$ cat src/rtl/reg_file_arbiter.sv
// Two-requester round-robin arbiter for a shared 2R/1W register file.
// A registered issue stage drives the register-file ports, and an atomic SWAP locks the file for two cycles.
module reg_file_arbiter #(
    parameter int DATA_W = 32,
    parameter int ADDR_W = 5
) (
    input  logic              clk_Regs,
    input  logic              rst_n,
    input  logic [1:0]        req_valid,
    output logic [1:0]        req_ready,
    input  logic [1:0]        req_op0,
    input  logic [1:0]        req_op1,
    input  logic [ADDR_W-1:0] req_addr_a0,
    input  logic [ADDR_W-1:0] req_addr_a1,
    input  logic [ADDR_W-1:0] req_addr_b0,
    input  logic [ADDR_W-1:0] req_addr_b1,
    input  logic [ADDR_W-1:0] req_waddr0,
    input  logic [ADDR_W-1:0] req_waddr1,
    input  logic [DATA_W-1:0] req_wdata0,
    input  logic [DATA_W-1:0] req_wdata1,
    output logic [1:0]        resp_valid,
    output logic [DATA_W-1:0] resp_data_a,
    output logic [DATA_W-1:0] resp_data_b,
    output logic              Reg_Write,
    output logic [ADDR_W-1:0] R_Addr_A,
    output logic [ADDR_W-1:0] R_Addr_B,
    output logic [ADDR_W-1:0] W_Addr,
    output logic [DATA_W-1:0] W_Data,
    input  logic [DATA_W-1:0] R_Data_A,
    input  logic [DATA_W-1:0] R_Data_B
);

    typedef enum logic {
        ST_RUN   = 1'b0,
        ST_SWAP2 = 1'b1
    } state_t;

    localparam logic [1:0] OP_READ  = 2'b00;
    localparam logic [1:0] OP_WRITE = 2'b01;
    localparam logic [1:0] OP_SWAP  = 2'b10;
    localparam logic [1:0] OP_NOP   = 2'b11;

    state_t              state_q, state_d;
    logic                last_grant_q, last_grant_d;
    logic                iss_valid_q, iss_valid_d;
    logic                iss_id_q, iss_id_d;
    logic [1:0]          iss_op_q, iss_op_d;
    logic [ADDR_W-1:0]   iss_addr_a_q, iss_addr_a_d;
    logic [DATA_W-1:0]   iss_wdata_q, iss_wdata_d;
    logic [DATA_W-1:0]   swap_old_q, swap_old_d;
    logic [1:0]          resp_valid_q, resp_valid_d;
    logic [DATA_W-1:0]   resp_data_a_q, resp_data_a_d;
    logic [DATA_W-1:0]   resp_data_b_q, resp_data_b_d;
    logic                reg_write_q, reg_write_d;
    logic [ADDR_W-1:0]   r_addr_a_q, r_addr_a_d;
    logic [ADDR_W-1:0]   r_addr_b_q, r_addr_b_d;
    logic [ADDR_W-1:0]   w_addr_q, w_addr_d;
    logic [DATA_W-1:0]   w_data_q, w_data_d;

    logic                grant_en_s;
    logic [1:0]          ready_s;
    logic                fire_s;
    logic                sel_s;
    logic [1:0]          sel_op_s;
    logic [ADDR_W-1:0]   sel_addr_a_s;
    logic [ADDR_W-1:0]   sel_addr_b_s;
    logic [ADDR_W-1:0]   sel_waddr_s;
    logic [DATA_W-1:0]   sel_wdata_s;
    logic [1:0]          iss_onehot_s;

    // Round-robin grant; frozen while a SWAP owns the register file.
    always_comb begin
        grant_en_s = (state_q == ST_RUN) && !(iss_valid_q && (iss_op_q == OP_SWAP));
        ready_s    = 2'b00;
        if (grant_en_s) begin
            case (req_valid)
                2'b01:   ready_s = 2'b01;
                2'b10:   ready_s = 2'b10;
                2'b11:   ready_s = last_grant_q ? 2'b01 : 2'b10;
                default: ready_s = 2'b00;
            endcase
        end else begin
            ready_s = 2'b00;
        end
    end

    assign fire_s       = |ready_s;
    assign sel_s        = ready_s[1];
    assign sel_op_s     = sel_s ? req_op1     : req_op0;
    assign sel_addr_a_s = sel_s ? req_addr_a1 : req_addr_a0;
    assign sel_addr_b_s = sel_s ? req_addr_b1 : req_addr_b0;
    assign sel_waddr_s  = sel_s ? req_waddr1  : req_waddr0;
    assign sel_wdata_s  = sel_s ? req_wdata1  : req_wdata0;
    assign iss_onehot_s = iss_id_q ? 2'b10 : 2'b01;

    // Next-state: SWAP FSM, response capture and issue-stage load.
    always_comb begin
        state_d       = state_q;
        last_grant_d  = last_grant_q;
        iss_valid_d   = 1'b0;
        iss_id_d      = iss_id_q;
        iss_op_d      = iss_op_q;
        iss_addr_a_d  = iss_addr_a_q;
        iss_wdata_d   = iss_wdata_q;
        swap_old_d    = swap_old_q;
        resp_valid_d  = 2'b00;
        resp_data_a_d = resp_data_a_q;
        resp_data_b_d = resp_data_b_q;
        reg_write_d   = 1'b0;
        r_addr_a_d    = r_addr_a_q;
        r_addr_b_d    = r_addr_b_q;
        w_addr_d      = w_addr_q;
        w_data_d      = w_data_q;

        case (state_q)
            ST_RUN: begin
                if (iss_valid_q) begin
                    case (iss_op_q)
                        OP_READ: begin
                            resp_valid_d  = iss_onehot_s;
                            resp_data_a_d = R_Data_A;
                            resp_data_b_d = R_Data_B;
                        end
                        OP_SWAP: begin
                            // Old value is captured now; the write goes out in SWAP2.
                            swap_old_d  = R_Data_A;
                            state_d     = ST_SWAP2;
                            iss_valid_d = 1'b1;
                            w_addr_d    = iss_addr_a_q;
                            w_data_d    = iss_wdata_q;
                            reg_write_d = |iss_addr_a_q;
                        end
                        default: begin
                            resp_valid_d  = iss_onehot_s;
                            resp_data_a_d = {DATA_W{1'b0}};
                            resp_data_b_d = {DATA_W{1'b0}};
                        end
                    endcase
                end else begin
                    iss_valid_d = 1'b0;
                end
            end
            ST_SWAP2: begin
                state_d       = ST_RUN;
                iss_valid_d   = 1'b0;
                resp_valid_d  = iss_onehot_s;
                resp_data_a_d = swap_old_q;
                resp_data_b_d = {DATA_W{1'b0}};
            end
            default: begin
                state_d     = ST_RUN;
                iss_valid_d = 1'b0;
            end
        endcase

        if (fire_s) begin
            last_grant_d = sel_s;
            iss_valid_d  = 1'b1;
            iss_id_d     = sel_s;
            iss_op_d     = sel_op_s;
            iss_addr_a_d = sel_addr_a_s;
            iss_wdata_d  = sel_wdata_s;
            case (sel_op_s)
                OP_READ: begin
                    r_addr_a_d = sel_addr_a_s;
                    r_addr_b_d = sel_addr_b_s;
                end
                OP_WRITE: begin
                    w_addr_d    = sel_waddr_s;
                    w_data_d    = sel_wdata_s;
                    reg_write_d = |sel_waddr_s;
                end
                OP_SWAP: begin
                    r_addr_a_d = sel_addr_a_s;
                end
                OP_NOP: begin
                    reg_write_d = 1'b0;
                end
                default: begin
                    reg_write_d = 1'b0;
                end
            endcase
        end else begin
            last_grant_d = last_grant_q;
        end
    end

    // State and output registers; reset discards any in-flight op.
    always_ff @(posedge clk_Regs or negedge rst_n) begin
        if (!rst_n) begin
            state_q       <= ST_RUN;
            last_grant_q  <= 1'b1;
            iss_valid_q   <= 1'b0;
            iss_id_q      <= 1'b0;
            iss_op_q      <= OP_NOP;
            iss_addr_a_q  <= {ADDR_W{1'b0}};
            iss_wdata_q   <= {DATA_W{1'b0}};
            swap_old_q    <= {DATA_W{1'b0}};
            resp_valid_q  <= 2'b00;
            resp_data_a_q <= {DATA_W{1'b0}};
            resp_data_b_q <= {DATA_W{1'b0}};
            reg_write_q   <= 1'b0;
            r_addr_a_q    <= {ADDR_W{1'b0}};
            r_addr_b_q    <= {ADDR_W{1'b0}};
            w_addr_q      <= {ADDR_W{1'b0}};
            w_data_q      <= {DATA_W{1'b0}};
        end else begin
            state_q       <= state_d;
            last_grant_q  <= last_grant_d;
            iss_valid_q   <= iss_valid_d;
            iss_id_q      <= iss_id_d;
            iss_op_q      <= iss_op_d;
            iss_addr_a_q  <= iss_addr_a_d;
            iss_wdata_q   <= iss_wdata_d;
            swap_old_q    <= swap_old_d;
            resp_valid_q  <= resp_valid_d;
            resp_data_a_q <= resp_data_a_d;
            resp_data_b_q <= resp_data_b_d;
            reg_write_q   <= reg_write_d;
            r_addr_a_q    <= r_addr_a_d;
            r_addr_b_q    <= r_addr_b_d;
            w_addr_q      <= w_addr_d;
            w_data_q      <= w_data_d;
        end
    end

    assign req_ready   = ready_s;
    assign resp_valid  = resp_valid_q;
    assign resp_data_a = resp_data_a_q;
    assign resp_data_b = resp_data_b_q;
    assign Reg_Write   = reg_write_q;
    assign R_Addr_A    = r_addr_a_q;
    assign R_Addr_B    = r_addr_b_q;
    assign W_Addr      = w_addr_q;
    assign W_Data      = w_data_q;

endmodule

$ cat config.mk
export PLATFORM = sky130hd
export DESIGN_NAME = reg_file_arbiter
export DESIGN_NICKNAME = d
export VERILOG_FILES = /design/src/rtl/reg_file_arbiter.sv
export SDC_FILE = /design/constraint.sdc
export NUM_CORES = 1
export LEC_CHECK = 0
export ABC_AREA = 1
export BUFFER_PORTS_ARGS = -buffer_cell sky130_fd_sc_hd__buf_2
export CAP_MARGIN = 10
export CORE_MARGIN = 5
export CORE_UTILIZATION = 45
export DETAILED_ROUTE_END_ITERATION = 10
export HOLD_SLACK_MARGIN = 0.03
export PLACE_DENSITY = 0.84
export SYNTH_ARGS = -nofsm -noshare
export SYNTH_HDL_FRONTEND = slang
export SYNTH_SLANG_ARGS = --single-unit
$ cat constraint.sdc
create_clock -name clk_Regs -period 1.7 [get_ports clk_Regs]
set_input_delay 0.34 -clock clk_Regs [delete_from_list [all_inputs] [get_ports clk_Regs]]
set_output_delay 0.34 -clock clk_Regs [all_outputs]
set_load 0.02 [all_outputs]
# --- After elaboration in Yosys (flattened, before gate mapping) ---
# Cells that the tools add are included.
totals:
  reg_bits: 189
  input_bits: 166
  out_inout_bits: 116
  word_cells: 76
classes:
  eq_ne: 9
  muxes: 37
  n_bitwise: 1
  reduce_logical: 13
op_table:
  columns: ["op", "count"]
  rows:
  - ["32-bit 2-to-1 mux", 8]
  - ["32-bit one-hot mux with 2 select lines", 4]
  - ["5-bit 2-to-1 mux", 8]
  - ["2-bit 2-to-1 mux", 6]
  - ["2-bit == test, second input constant", 5]
  - ["5-bit OR reduction", 2]
  - ["1-bit 2-to-1 mux", 7]
  - ["2-bit one-hot mux with 3 select lines", 1]
  - ["2-bit AND reduction", 3]
  - ["2-bit by 1-bit == test with 1-bit output, second input constant", 2]
  - ["2-bit zero test", 2]
  - ["2-bit inequality test, second input constant", 2]
  - ["1-bit one-hot mux with 2 select lines", 2]
  - ["2-bit one-hot mux with 2 select lines", 1]
  - ["2-bit OR reduction", 2]
  - ["3-bit AND reduction", 1]
  - ["1-bit logical AND", 2]
  - ["1-bit zero test", 1]
  - ["1-bit inverter", 1]

# --- Depth between registers and ports, before layout ---
# Gate-level depths: netlist of run 1.
logic_depth:
  depth_word: 9
  mapped_depth: 11
  ltp_nobuf: 10

# --- Least setup slack after synthesis of run 1 ---
# Ideal clock, no wire load.
synth_timing:
  path_kind: "register to register"
  from: "register iss_op_q[0]"
  to: "register w_data_q[10] (netlist: W_Data[10])"
  setup_ps: 120
  arrival_ps: 1519
  required_time_ps: 1580
  slack_ps: 61
  stages_incl_launch_ff: 10
  path_buffers: 2
  synth_period_minus_slack_ps: 1639
  cell_sequence: "dfstp_2 -> inv_2 -> nand3_4 -> nand2_2 -> a21oi_4 -> nand3_2 -> buf_2 -> buf_2 -> o21ai_1 -> nand2_1"
synth_between:
  elab_chain_cells: 9
  elab_cells_between_ends: 14
  cone_classes: "eq/ne (2); mux (8); reduce/logical (4)"
synth_lines:
  columns: ["item", "line", "source"]
  rows:
  - ["start: declaration", "47", "logic [1:0] iss_op_q, iss_op_d;"]
  - ["start signal: assignment", "212", "iss_op_q <= iss_op_d;"]
  - ["2-bit == test *", "73, 118", null]
  - ["1-bit logical AND", "73", "grant_en_s = (state_q == ST_RUN) && !(iss_valid_q && (iss_op_q == OP_SWAP));"]
  - ["1-bit zero test", "73", null]
  - ["1-bit logical AND", "73", null]
  - ["2-bit 2-to-1 mux", "75", "if (grant_en_s) begin"]
  - ["2-bit 2-to-1 mux", "89", "assign sel_op_s = sel_s ? req_op1 : req_op0;"]
  - ["2-bit by 1-bit == test with 1-bit output", "163", "case (sel_op_s)"]
  - ["32-bit 2-to-1 mux", "163", null]
  - ["32-bit 2-to-1 mux *", "156", "if (fire_s) begin"]
  - ["net w_data_d[10]", "58", "logic [DATA_W-1:0] w_data_q, w_data_d;"]
  - ["end signal: assignment", "206", "w_data_q <= {DATA_W{1'b0}};"]
  - ["end signal: assignment", "223", "w_data_q <= w_data_d;"]
  - ["end: declaration", "58", null]
# Mark *: on every way through the listed nets, which the timed path passes. The rest lies on a longest branch.
# A chain may end at the register's enable or synchronous reset.

# --- Final worst setup path of run 1 ---
layout_timing:
  from: "register iss_op_q[0]"
  to: "output port req_ready[1]"
layout_between:
  elab_chain_cells: 5
layout_lines:
  columns: ["item", "line", "source"]
  rows:
  - ["2-bit == test", "73", null]
  - ["1-bit logical AND", "73", null]
  - ["1-bit zero test", "73", null]
  - ["1-bit logical AND", "73", null]
  - ["2-bit 2-to-1 mux", "75", null]
  - ["end: declaration", "10", "output logic [1:0] req_ready,"]
# Every way passes these cells.

==> results of run 1 <==
==> what timing repair did <==
item	in CTS	in global routing
endpoints found under the hold margin	36	0
setup endpoints to repair	40	121
gates cloned	5	4
buffers inserted	12	10
resized for setup	36	67
pin swaps	4	7
hold buffers	1	0
==> flip-flops by register name, indices dropped and copies added (netlist names), 2 cells and up <==
| register | cells |
|---|---|
| iss_wdata_q | 32 |
| swap_old_q | 32 |
| resp_data_a | 32 |
| iss_addr_a_q | 5 |
| R_Addr_B | 5 |
| W_Addr | 5 |
| iss_op_q | 2 |
| W_Data | 32 |
| R_Addr_A | 5 |
| resp_valid | 2 |
| resp_data_b | 32 |
==> logic make-up (layout without fill, tap and decap cells) <==
family,Yosys count,in the layout,synth area share [%]
simple gates,472,472,21.6
compound gates,219,219,14.1
flops,189,189,55.8
buf+inv,176,500,8.51
==> stage by stage <==
stage	utilization (%)	total power, W	cells	TNS, ps
2_1_floorplan	-	0.0136	1056	0
6_report	62.2	0.0229	1614	-7610
5_1_grt	62.2	0.0245	1614	-15430
3_3_place_gp	55.8	0.0169	1555	-4.59
4_1_cts	60.8	0.0222	1604	-7140
3_5_place_dp	55.8	0.0173	1555	-562
==> critical path, cell delays in order, from the launching register on <==
cell	delay, ps
dfstp_2	550
inv_2	50
nand3_4	80
nand3_4	90
buf_12	140
inv_8	50
buf_12	100
buf_8	100
==> power breakdown <==
group          switching, W  internal (W)  total, W  leakage [nW]
clock               0.00186       0.00227   0.00414         0.296
combinational       0.00710       0.00416    0.0113          3.73
sequential         0.000984       0.00651   0.00750          2.39
==> per-layer routing <==
| layer | global-route usage [%] | routed length [um] | part of all wire, % |
|---|---|---|---|
| met1 | 30.3 | 10800 | 41 |
| met2 | 38.3 | 12600 | 48 |
| met3 | 5.77 | 2160 | 8.2 |
| met4 | 8.15 | 763 | 2.9 |
| met5 | 0 | 21 | 0.080 |
==> final timing paths <==
kind | startpoint | endpoint | slack, ps
min in group asynchronous | rst_n | resp_data_a[17]$_DFFE_PN0P_ | 430
worst min register to register | iss_id_q$_DFFE_PN0N_ | resp_valid[0]$_DFF_PN0_ | 450
worst max register to register | iss_op_q[0]$_DFFE_PN1N_ | W_Data[17]$_DFF_PN0_ | -200
worst min-delay path | R_Data_B[23] | resp_data_b[23]$_DFFE_PN0P_ | 160
max in group asynchronous | rst_n | resp_data_b[20]$_DFFE_PN0P_ | 690
worst max-delay path | iss_op_q[0]$_DFFE_PN1N_ | req_ready[1] | -230
==> final cells by class <==
| class | instances | area share [%] |
|---|---|---|
| Inverter | 114 | 3.82 |
| Tap cell | 234 | 2.53 |
| Timing Repair Buffer | 355 | 20.0 |
| Sequential cell | 189 | 40.8 |
| Multi-Input combinational cell | 691 | 27.5 |
| Clock inverter | 13 | 1.50 |
| Clock buffer | 18 | 3.79 |
==> Yosys cell counts (all sizes together) <==
library cell  count  area, um^2
nand2           451        1700
dfrtp           186        4650
o21ai           185         926
inv             114         433
clkbuf           32         124
o211ai           32         240
buf              30         165
nor2              8        35.0
nand3             6        60.1
nand4             5        31.3
dfstp             3        78.8
a21oi             2        32.5
nor3              2        10.0
==> cell usage in the layout, fill, tap and decap left out, types with 10 or more instances in the layout <==
cell       Yosys  routed
o21ai_2        0      13
nand2_1      449     437
buf_4          1      40
buf_12         0      11
dfrtp_1      186     186
nand2_2        2      10
inv_1        110     108
clkbuf_16      0      20
o211ai_1      32      32
o21ai_0      162     131
o21ai_1       23      40
buf_6          2      12
buf_2         27     278
==> results.py, run 1 <==
metrics = {
    "worst_setup_path": {
        "cp.required_ps": 1360,
        "end_kind": "output pin",
        "reg2reg_depth": 12,
        "critPathLaunchType": "register",
        "crit_type": "register to output pin",
        "crit_fanout": 3,
        "critPathArrivalTime_ps": 1590,
    },
    "global_routing": {
        "grt_max_degree": 67,
        "grt_usage_pct": 23.3,
        "antenna_found_initial": 2,
        "overflow": 0,
        "first_global_vias": 7788,
        "grt_first_pass_wirelength_um": 40500,
    },
    "timing": {
        "slew_viol_final": 0,
        "finClkSkew_ps": 9.75,
        "fin_crit_sh_pct": 114,
        "relSlewSlack_pct": 70.3,
        "whs_ps": 157,
        "rsz0062_at_grt": "yes",
        "fin_crit_ps": 1930,
        "max_freq_mhz": 518,
        "hold_viol_final": 0,
        "worst_pin_slew_ps": 446,
        "setup_viol": 68,
        "setup_slack_ps": -231,
    },
    "routing": {
        "via_per_inst": 5.04,
        "vias": 8134,
        "wire_per_inst_um": 16.3,
        "routed_wl_um": 26300,
        "drtIter0Drc": 525,
        "remaining_drc_errors": 0,
        "postRouteAntennaNets": 0,
        "drtPass1Iterations": 5,
    },
    "floorplan": {
        "num_rows": 50,
        "fp.dieArea_um2": 21700,
        "die_h_um": 147,
        "die_x_um": 147,
        "core_um2": 18600,
        "pin_count": 282,
        "start_util_pct": 45.5,
    },
    "final_layout": {
        "nFillCells": 1516,
        "multi_input_area_um2": 3190,
        "diodes": 0,
        "final_nets": 1534,
        "drive_above_1_share_pct": 31.2,
        "regArea_um2": 4730,
        "finish.instance_area_um2": 11600,
        "syn_to_final_growth_pct": 36.6,
    },
    "clock_network": {
        "cts-root-buf": "clkbuf_16",
        "path_clk_slew_ps": 70,
        "clock_latency_ps": 430,
        "cts_max_level": 4,
        "cts.path.max_buffers": 2,
        "cts_buffers": 17,
        "cts_tree": "yes",
        "cts_sinks": 189,
    },
    "placed_design": {
        "dp_hpwl_um": 17500,
        "gp_congestion": 0.839,
        "post_dp_cell_area_um2": 10400,
        "pre_cts_ws_ps": -55.8,
        "io_buffers": 281,
    },
    "worst_hold_path": {
        "hp-class": "primary input to register",
        "whs_path_depth": 3,
    },
    "synth": {
        "synthDistinctLibCells": 23,
        "syn_inst": 1056,
        "syn_area_um2": 8490,
        "syn_area_per_cell_um2": 8.04,
        "ys_warn_count": 0,
        "yosysSeqAreaShare_pct": 55.8,
        "synth_nets": 1222,
        "ys_ff_latch": 189,
    },
    "run_status": {
        "violations": "negative setup slack",
        "status": "finished with violations",
    },
    "power_and_ir_drop": {
        "p_leak_nw": 6.41,
        "max-vdd-ir-drop_v": 0.00138,
        "power.density_nw_per_um2": 1970,
    },
    "flow_run": {
        "drv_cap": 0,
    },
}
(Power assumes the default switching activity.)
==> run 2: changes to the inputs <==
CORE_MARGIN = unset   (was 5)
CORE_UTILIZATION = 46   (was 45)
PLACE_DENSITY = 0.86   (was 0.84)
==> results.py, run 2 (synthesized netlist as in run 1, its figures left out) <==
metrics = {
    "clock_network": {
        "cts-root-buf": "clkbuf_16",
        "cts.path.max_buffers": 2,
        "cts_buffers": 17,
        "path_clk_slew_ps": 70,
        "cts_max_level": 4,
        "clock_latency_ps": 430,
        "cts_sinks": 189,
        "cts_tree": "yes",
    },
    "worst_setup_path": {
        "critPathLaunchType": "register",
        "crit_path_end": "req_ready[1]",
        "cpMaxStageDelayCell": "dfstp_2",
        "critPathBufInv": 3,
        "crit_chain": "nand3_4 -> nand3_4 -> inv_4 -> buf_12 -> buf_8",
        "reg2reg_depth": 10,
        "r2r_start": "iss_op_q[1]$_DFFE_PN1N_",
        "rrSetupSlack_ps": -90,
        "r2r_end": "W_Addr[2]$_DFF_PN0_",
        "cp_slowest_stage_delay_ps": 560,
        "end_kind": "output pin",
        "crit_fanout": 4,
        "crit_type": "register to output pin",
        "cp.required_ps": 1360,
        "critPathTopFamily": "flip-flops",
        "crit_path_frequent_cell": "nand3_4",
        "worstSetupPathDepth": 5,
        "critPathArrivalTime_ps": 1530,
        "startpoint": "iss_op_q[1]$_DFFE_PN1N_",
    },
    "timing": {
        "setup_viol": 55,
        "hold_viol_final": 0,
        "fin_crit_ps": 1870,
        "fin_crit_sh_pct": 110,
        "max_freq_mhz": 535,
        "slew_viol_final": 0,
        "rsz0062_at_grt": "yes",
        "worst_pin_slew_ps": 489,
        "finClkSkew_ps": 11.7,
        "relSlewSlack_pct": 67.4,
        "setup_slack_ps": -170,
        "whs_ps": 161,
    },
    "placed_design": {
        "gp_congestion": 0.890,
        "io_buffers": 281,
        "dp_hpwl_um": 16200,
    },
    "floorplan": {
        "fp.dieArea_um2": 19000,
        "num_rows": 49,
        "die_h_um": 138,
        "core_um2": 18000,
        "pin_count": 282,
        "start_util_pct": 47.1,
        "die_x_um": 138,
    },
    "global_routing": {
        "overflow": 0,
        "grt_usage_pct": 24.6,
        "first_global_vias": 7120,
        "antenna_found_initial": 0,
        "grt_first_pass_wirelength_um": 35800,
        "grt_max_degree": 67,
    },
    "worst_hold_path": {
        "hp-class": "primary input to register",
        "whs_path_depth": 3,
    },
    "final_layout": {
        "final_common_cell": "nand2_1",
        "nFillCells": 1510,
        "final_nets": 1511,
        "diodes": 0,
        "utilization_pct": 62.8,
        "final_cell_mix": "nand2_1, buf_2, dfrtp_1",
        "syn_to_final_growth_pct": 33.3,
        "drive_above_1_share_pct": 30.0,
    },
    "routing": {
        "drtPass1Iterations": 5,
        "postRouteAntennaNets": 0,
        "drtIter0Drc": 491,
        "vias": 7986,
        "via_per_inst": 5.03,
        "remaining_drc_errors": 0,
        "wire_per_inst_um": 15.0,
        "routed_wl_um": 23800,
    },
    "run_status": {
        "status": "finished with violations",
        "violations": "negative setup slack",
    },
    "power_and_ir_drop": {
        "power.density_nw_per_um2": 1940,
        "p_leak_nw": 6.24,
        "max-vdd-ir-drop_v": 0.00138,
        "finalPower_w": 0.0219,
    },
    "flow_run": {
        "drv_cap": 0,
    },
}
-- run 2: cell type report --
type | count | area, um^2 | share of cell area, %
clock buffer | 19 | 433 | 3.82
clock inverter | 13 | 131 | 1.16
inverter | 114 | 439 | 3.88
multi-input combinational | 691 | 3190 | 28.1
sequential | 189 | 4730 | 41.8
tap | 229 | 287 | 2.53
timing repair buffer | 332 | 2110 | 18.6
-- run 2: timing repair --
item | in CTS | in global routing
hold buffers | 1 | 0
endpoints found under the setup margin | 11 | 110
pin swaps | 4 | 8
endpoints found under the hold margin | 44 | 0
resized for setup | 15 | 48
cloned | 2 | 1
buffers inserted | 6 | 3
-- run 2: how the worst min path moves through the flow --
stage | start | endpoint | slack [ps]
after floorplan | rst_n | R_Addr_A[0]$_DFFE_PN0P_ | 40
after global placement | rst_n | resp_data_a[19]$_DFFE_PN0P_ | 340
after detailed placement | rst_n | resp_data_a[23]$_DFFE_PN0P_ | 350
after CTS | R_Data_B[22] | resp_data_b[22]$_DFFE_PN0P_ | 150
after global routing | R_Data_B[16] | resp_data_b[16]$_DFFE_PN0P_ | 150
final | R_Data_B[22] | resp_data_b[22]$_DFFE_PN0P_ | 160
-- run 2: per-stage QoR --
step / instances / area (um^2) / TNS, ps / setup slack (ps)
CTS: 1583 / 11100 / -2590 / -156
floorplan: 1056 / 8490 / 0 / 60.8
global route: 1587 / 11300 / -8380 / -211
detailed placement: 1542 / 10400 / -49.1 / -45.5
global placement: 1542 / 10400 / 0 / 71.1
finish: 1587 / 11300 / -2760 / -170
-- run 2: metal layers --
metal	track usage, %	wire length [um]	up-vias
li1	-	-	3880
met1	31.8	9770	3720
met2	40.6	11600	361
met3	6.22	2020	25
met4	7.37	449	0
met5	0	0	-
-- run 2: power by group --
group          leakage, nW  switching (W)  internal (W)
Clock                0.265        0.00180       0.00206
Combinational         3.59        0.00681       0.00377
Sequential            2.39       0.000984       0.00651
-- run 2: worst register-to-register path: cells and delay by family, from the launching register on --
kind                   cells  cell delay [ps]
AOI/OAI and AO/OA          1              140
and+or+nand+nor            5              500
DFF                        1              560
buffers and inverters      4              470
